File: src/rtl/tile_config_loader_pkg.sv
// Shared definitions for the tile configuration loader: frame geometry,
// loader state encoding and the word-count derivation.
package tile_config_loader_pkg;

    localparam int CONFIG_WIDTH = 112;
    localparam int WORD_WIDTH   = 8;

    typedef enum logic [1:0] {
        ST_IDLE   = 2'd0,
        ST_LOAD   = 2'd1,
        ST_COMMIT = 2'd2
    } loader_state_t;

    // Words needed to cover a frame; the last word may carry unused upper bits.
    function automatic int calc_num_words(input int cfg_w, input int word_w);
        return (cfg_w + word_w - 1) / word_w;
    endfunction

    function automatic int calc_count_width(input int num_words);
        return (num_words > 1) ? $clog2(num_words) : 1;
    endfunction

endpackage

File: src/rtl/tile_config_loader.sv
// Assembles a word-serial bitstream into a shadow frame and commits it to the
// switch-box configuration bus in a single cycle.
module tile_config_loader
    import tile_config_loader_pkg::*;
#(
    parameter int CONFIG_WIDTH = tile_config_loader_pkg::CONFIG_WIDTH,
    parameter int WORD_WIDTH   = tile_config_loader_pkg::WORD_WIDTH
) (
    input  logic                    clock,
    input  logic                    nreset,
    input  logic                    load_start,
    input  logic                    abort,
    input  logic [WORD_WIDTH-1:0]   word_in,
    input  logic                    word_valid,
    output logic                    word_ready,
    output logic [CONFIG_WIDTH-1:0] config_out,
    output logic                    config_valid,
    output logic                    busy,
    output logic                    error
);

    localparam int NUM_WORDS = calc_num_words(CONFIG_WIDTH, WORD_WIDTH);
    localparam int COUNT_W   = calc_count_width(NUM_WORDS);
    localparam int SHADOW_W  = NUM_WORDS * WORD_WIDTH;
    localparam logic [COUNT_W-1:0] LAST_IDX = COUNT_W'(NUM_WORDS - 1);

    loader_state_t         state, state_nxt;
    logic [COUNT_W-1:0]    count;
    logic [SHADOW_W-1:0]   shadow;

    logic accept;
    logic count_clr;
    logic err_set;
    logic err_clr;
    logic commit;

    // Next-state and per-cycle control decode
    always_comb begin
        state_nxt = state;
        accept    = 1'b0;
        count_clr = 1'b0;
        err_set   = 1'b0;
        err_clr   = 1'b0;
        commit    = 1'b0;
        unique case (state)
            ST_IDLE: begin
                if (load_start) begin
                    state_nxt = ST_LOAD;
                    count_clr = 1'b1;
                    err_clr   = 1'b1;
                end else if (word_valid) begin
                    err_set = 1'b1;
                end
            end
            ST_LOAD: begin
                // Restart beats abort, and both suppress any word offered this cycle.
                if (load_start) begin
                    count_clr = 1'b1;
                end else if (abort) begin
                    state_nxt = ST_IDLE;
                end else if (word_valid) begin
                    accept = 1'b1;
                    if (count == LAST_IDX) begin
                        state_nxt = ST_COMMIT;
                    end
                end
            end
            ST_COMMIT: begin
                commit    = 1'b1;
                state_nxt = ST_IDLE;
            end
            default: begin
                state_nxt = ST_IDLE;
            end
        endcase
    end

    assign word_ready = (state == ST_LOAD);
    assign busy       = (state != ST_IDLE);

    always_ff @(posedge clock or negedge nreset) begin
        if (!nreset) begin
            state <= ST_IDLE;
            count <= '0;
            error <= 1'b0;
        end else begin
            state <= state_nxt;
            if (count_clr) begin
                count <= '0;
            end else if (accept) begin
                count <= count + COUNT_W'(1);
            end
            if (err_clr) begin
                error <= 1'b0;
            end else if (err_set) begin
                error <= 1'b1;
            end
        end
    end

    // Shadow frame: word 0 lands in the least significant bits
    always_ff @(posedge clock or negedge nreset) begin
        if (!nreset) begin
            shadow <= '0;
        end else if (accept) begin
            for (int i = 0; i < NUM_WORDS; i++) begin
                if (count == COUNT_W'(i)) begin
                    shadow[i*WORD_WIDTH +: WORD_WIDTH] <= word_in;
                end
            end
        end
    end

    // Active frame: whole-frame update only, bits above CONFIG_WIDTH are dropped
    always_ff @(posedge clock or negedge nreset) begin
        if (!nreset) begin
            config_out   <= '0;
            config_valid <= 1'b0;
        end else if (commit) begin
            config_out   <= shadow[CONFIG_WIDTH-1:0];
            config_valid <= 1'b1;
        end
    end

endmodule
File: config.mk
export PLATFORM = sky130hd
export DESIGN_NAME = tile_config_loader
export DESIGN_NICKNAME = d
export VERILOG_FILES = /design/src/rtl/tile_config_loader_pkg.sv /design/src/rtl/tile_config_loader.sv
export SDC_FILE = /design/constraint.sdc
export NUM_CORES = 1
export LEC_CHECK = 0
export ABC_AREA = 1
export BUFFER_PORTS_ARGS = -buffer_cell sky130_fd_sc_hd__buf_2
export CAP_MARGIN = 40
export CORE_MARGIN = 3
export CORE_UTILIZATION = 57
export DETAILED_ROUTE_END_ITERATION = 10
export HOLD_SLACK_MARGIN = 0.02
export PLACE_DENSITY = 0.79
export SLEW_MARGIN = 30
export SYNTH_ARGS = -nofsm -noshare
export SYNTH_HDL_FRONTEND = slang
export SYNTH_SLANG_ARGS = --single-unit
File: constraint.sdc
create_clock -name clock -period 1.7 [get_ports clock]
set_input_delay 0.34 -clock clock [delete_from_list [all_inputs] [get_ports clock]]
set_output_delay 0.34 -clock clock [all_outputs]
set_load 0.02 [all_outputs]
# Word level (Yosys, flattened, before mapping)
# Index checks and enable logic that the tools add are counted.
word_totals:
  in_bits: 13
  n_memories: 0
  reg_bits: 232
  mem_bits_rw: 0
  out_inout_bits: 116
  latchBits: 0
  romBits: 0
classes:
  n_addsub: 1
  muxes: 20
  reduce_logical: 21
  n_bitwise: 0
  order_cmp: 0
  shifts: 0
  n_eq_ne: 19
  div_mod_pow: 0
  mul: 0
ops:
  columns: ["op", "count"]
  rows:
  - ["AND reduction 2 bit", 14]
  - ["== test 4 bit (second input constant)", 6]
  - ["== test 4 x 3 -> 1 bit (second input constant)", 4]
  - ["two-way mux 1 bit", 12]
  - ["two-way mux 2 bit", 5]
  - ["== test 4 x 2 -> 1 bit (second input constant)", 2]
  - ["two-way mux 4 bit", 2]
  - ["nonzero test 2 bit", 3]
  - ["adder 4 x 1 -> 4 bit (second input constant)", 1]
  - ["== test 4 x 1 -> 1 bit (second input constant)", 1]
  - ["logical NOT 4 bit", 1]
  - ["!= test 2 bit (second input constant)", 2]
  - ["one-hot mux 2 bit (2 select lines)", 1]
  - ["AND reduction 4 bit", 1]
  - ["!= test 3 x 2 -> 1 bit (second input constant)", 1]
  - ["!= test 3 bit (second input constant)", 1]
  - ["== test 2 x 1 -> 1 bit (second input constant)", 1]
  - ["== test 2 bit (second input constant)", 1]
  - ["logical NOT 2 bit", 1]
  - ["OR reduction 2 bit", 1]

# Logic depth before layout (Yosys ltp)
depth:
  ltp_word: 6
  mapped_depth: 7
  mapped_depth_nobuf: 7

# Least setup slack after synthesis
# Ideal clock, no wire load.
synth_path:
  path_kind: "register to register"
  startpoint: "register count[0]"
  endpoint: "register shadow[100]"
  slack_ns: 0.292
  path_stages_with_launch: 8
  n_path_buf: 0
  t_arrival_ns: 1.291
  path_cell_list: "dfrtp_1 inv_1 ha_1 inv_1 nor2_2 nand2_2 nand2_1 nand2_1"
synth_via:
  elab_chain_cells: 2
synth_lines:
  columns: ["element", "line", "text"]
  rows:
  - ["from (decl)", "tile_config_loader.sv:28", "logic [COUNT_W-1:0] count;"]
  - ["from (signal assigned)", "tile_config_loader.sv:91", "count <= count + COUNT_W'(1);"]
  - ["== test 4 bit", "tile_config_loader.sv:107", "if (count == COUNT_W'(i)) begin"]
  - ["AND reduction 2 bit (no line)", null, null]
  - ["to (signal, indexed assignment)", "tile_config_loader.sv:108", "shadow[i*WORD_WIDTH +: WORD_WIDTH] <= word_in;"]
  - ["to (decl)", "tile_config_loader.sv:29", "logic [SHADOW_W-1:0] shadow;"]
# No other way between the ends.
# A chain may end at the register's enable or synchronous reset.

# Final worst setup path
layout_path:
  startpoint: "register state[0]"
  endpoint: "output busy"
layout_via:
  elab_chain_cells: 1
layout_lines:
  columns: ["element", "line", "text"]
  rows:
  - ["from (decl)", "tile_config_loader.sv:27", "loader_state_t state, state_nxt;"]
  - ["from (signal assigned)", "tile_config_loader.sv:87", "state <= state_nxt;"]
  - ["nonzero test 2 bit", "tile_config_loader.sv:79", "assign busy = (state != ST_IDLE);"]
  - ["to (decl)", "tile_config_loader.sv:18", "output logic busy,"]
# No other way between the ends.

==> run metrics <==
CP Cell Sequence inv_1, nand2_1, buf_2; synth top area cells dfrtp_1 (63%), mux2_2 (14%), nand2_1 (9.8%); Final Power 11.47 mW; P_leak 6.320 nW; die area 0.01769 sq mm; clock transition at the registers of the reported paths 0.06 ns; flops & latches, synth 232; hpwl dp 12.61 mm; vias in the first global route 6422; P_int 9.094 mW; most instantiated cells after synthesis nand2_1 (239), dfrtp_1 (232), nand3_1 (116); PD cells 1040 mW/mm^2; final worst path period share 93.68%; Root Buffer clkbuf_16; sequential area share after synthesis 63.13%; met2 wire length 9.878 mm; worst-margin pin slew 0.4739 ns; final core occ 71.19%; count leader, synth nand2_1; Routed Antenna Nets 0; dpl cell area 0.01012 sq mm; num rows 45; startpoint types flop; Worst Path Max Fanout 3; syn_nets 814; Max-slew headroom 68.41%; final hold violation count 0; Finished Cell Area 0.01102 sq mm; # port buffers 128; switching power total 2.372 mW; final wirelength 19.90 mm; Hold Worst Slack 0.1685 ns; CTS Sinks 232; CTS Buf Count 23; grt ovf 0; asr flop ratio synth 100.0%; area leader, netlist dfrtp_1; Slew Limit Fails 0; initial antenna violation count 0; met3 routed wirelength 1.030 mm; synthesized area 0.009196 sq mm; layout cell share with drive strength beyond 1 35.49%; global-route total usage across every layer 23.00%; num ports 129; core area 0.01548 sq mm; TritonCTS clock tree yes; post-synth top area share 63.13%; number of synthesized flops with an enable pin 0; Switching Share 20.69%; clock power share 47.2%; Syn Inst Count 797; fin crit period 1.593 ns; Clock Tree Buf Depth 3; max cap viols 0; status finished clean; syn avg cell area 11.54 sq um; largest net degree at the start of global routing 58; Hold Path Class primary input to flop; final cell count without fillers 1169; Starting Density 59.39%; Arrival @ worst endpoint 1.25 ns; layout filler cell count 1102; synthesis warning total 0; Reg power frac 49.4%; drt wl/cell 17.02 microns; slowest CP cell dfrtp_1; final setup fails 0; Critical Path RT 1.36 ns; via count 6286; Vias/cell 5.377; Setup Skew 0.006213 ns; Layout area overhead 19.86%; Die H 133.0 microns; post-route DRC violation count 0; RSZ-0062 raised after global routing true; DRT iter0 DRCs 417; fin nets 959; top sig layer met4; Slowest Stage Delay on Critical Path 0.40 ns; placed cells 1119; combinational power share 3.4%; first-pass GRT wire length 33.24 mm; Skew-Pair Late Insertion Delay 0.49 ns; Crit Path Category flop to output port; Chip Width 133.0 microns; Worst VDD drop 0.8978 mV; Worst setup EP type output port; Met1 Wirelength 8.602 mm; ant diodes 0; GPL Wtd Cong 0.7989; Fmax 0.6279 GHz; ys flop type dfrtp_1; CTS H-tree lvls 1; DR pass1 iterations 7; Distinct cells, synth 19
## path summary, 6_finish.rpt
path	startpoint	endpoint	slack, ns	cells after the start
max	state[0]	busy	0.11	3
min	word_valid	error	0.17	3
max reg2reg	state[1]	shadow[98]	0.12	7
min reg2reg	shadow[22]	shadow[22]	0.47	2
max in group asynchronous	nreset	config_out[99]	0.72	3
min in group asynchronous	nreset	config_out[79]	0.35	2
## kinds of logic after synthesis
group,after synthesis,share of synthesized area (%)
and+or+nand+nor,393,19.09
DFF,232,63.13
muxes,112,13.71
buffers and inverters,52,3.265
adders and majority gates,4,0.5442
AOI/OAI and AO/OA,3,0.1632
xor gates and xnor gates,1,0.09526
## critical path, delay by kind of cell, from the launching register on
kind | cells | cell delay [ns]
buffers and inverters | 2 | 0.28
and+or+nand+nor | 1 | 0.08
DFF | 1 | 0.40
## metal layers
metal	up-vias	track usage, %
li1	2922	-
met1	3121	31.49
met2	208	39.08
met3	35	3.194
met4	0	6.062
met5	-	0
## sequential cells by signal, summed over array words and instances (netlist names)
register,count
config_out,112
count,4
error,1
config_valid,1
state,2
shadow,112
## final cells by class
type / count / area [sq um] / share of cell area (%)
Tap cell: 211 / 264.0 / 2.395
Inverter: 17 / 63.81 / 0.5789
Multi-Input combinational cell: 513 / 3103 / 28.15
Timing Repair Buffer: 155 / 958.4 / 8.695
Clock inverter: 8 / 143.9 / 1.305
Sequential cell: 232 / 5807 / 52.68
Clock buffer: 33 / 683.2 / 6.197
## power groups by stage
| stage | Combinational [mW] | Sequential (mW) | Clock [mW] |
|---|---|---|---|
| after detailed placement | 0.394 | 5.76 | 0 |
| after global placement | 0.386 | 5.76 | 0 |
| after floorplan | 0.160 | 5.74 | 0 |
| after CTS | 0.400 | 5.66 | 5.51 |
| final | 0.392 | 5.66 | 5.41 |
| after global routing | 0.443 | 5.66 | 5.74 |
## through the flow
step,setup WS (ns),setup TNS (ns)
global route,-0.01654,-0.04470
CTS,0.09694,0
floorplan,0.2916,0
detailed placement,0.1285,0
global placement,0.1537,0
finish,0.1074,0
## repair_timing
item / in CTS / in global routing
hold buffers: 2 / 0
gates resized for setup: 0 / 1
endpoints found under the hold margin: 46 / 0
buffers inserted: 0 / 7
setup endpoints to repair: 0 / 34
## placed cells by master (no fill, tap or decap)
cell             n
buf_4           17
inv_2            2
mux2_2         112
nand4_1          2
nor2_1           2
ha_1             4
clkbuf_16       23
clkbuf_8         7
dlygate4sd3_1    2
clkinv_2         3
bufinv_16        4
buf_2          127
clkbuf_1         3
nand2_1        238
buf_12           8
inv_1           15
a21oi_1          3
clkinv_4         1
dfrtp_1        231
dfrtp_2          1
nand2_4          1
nand2_2         18
nor2_2           5
xor2_1           1
buf_8            1
nand3_1        116
nor2_4          10
or2_1            1
Note: power is estimated with default switching activity, not from simulation.
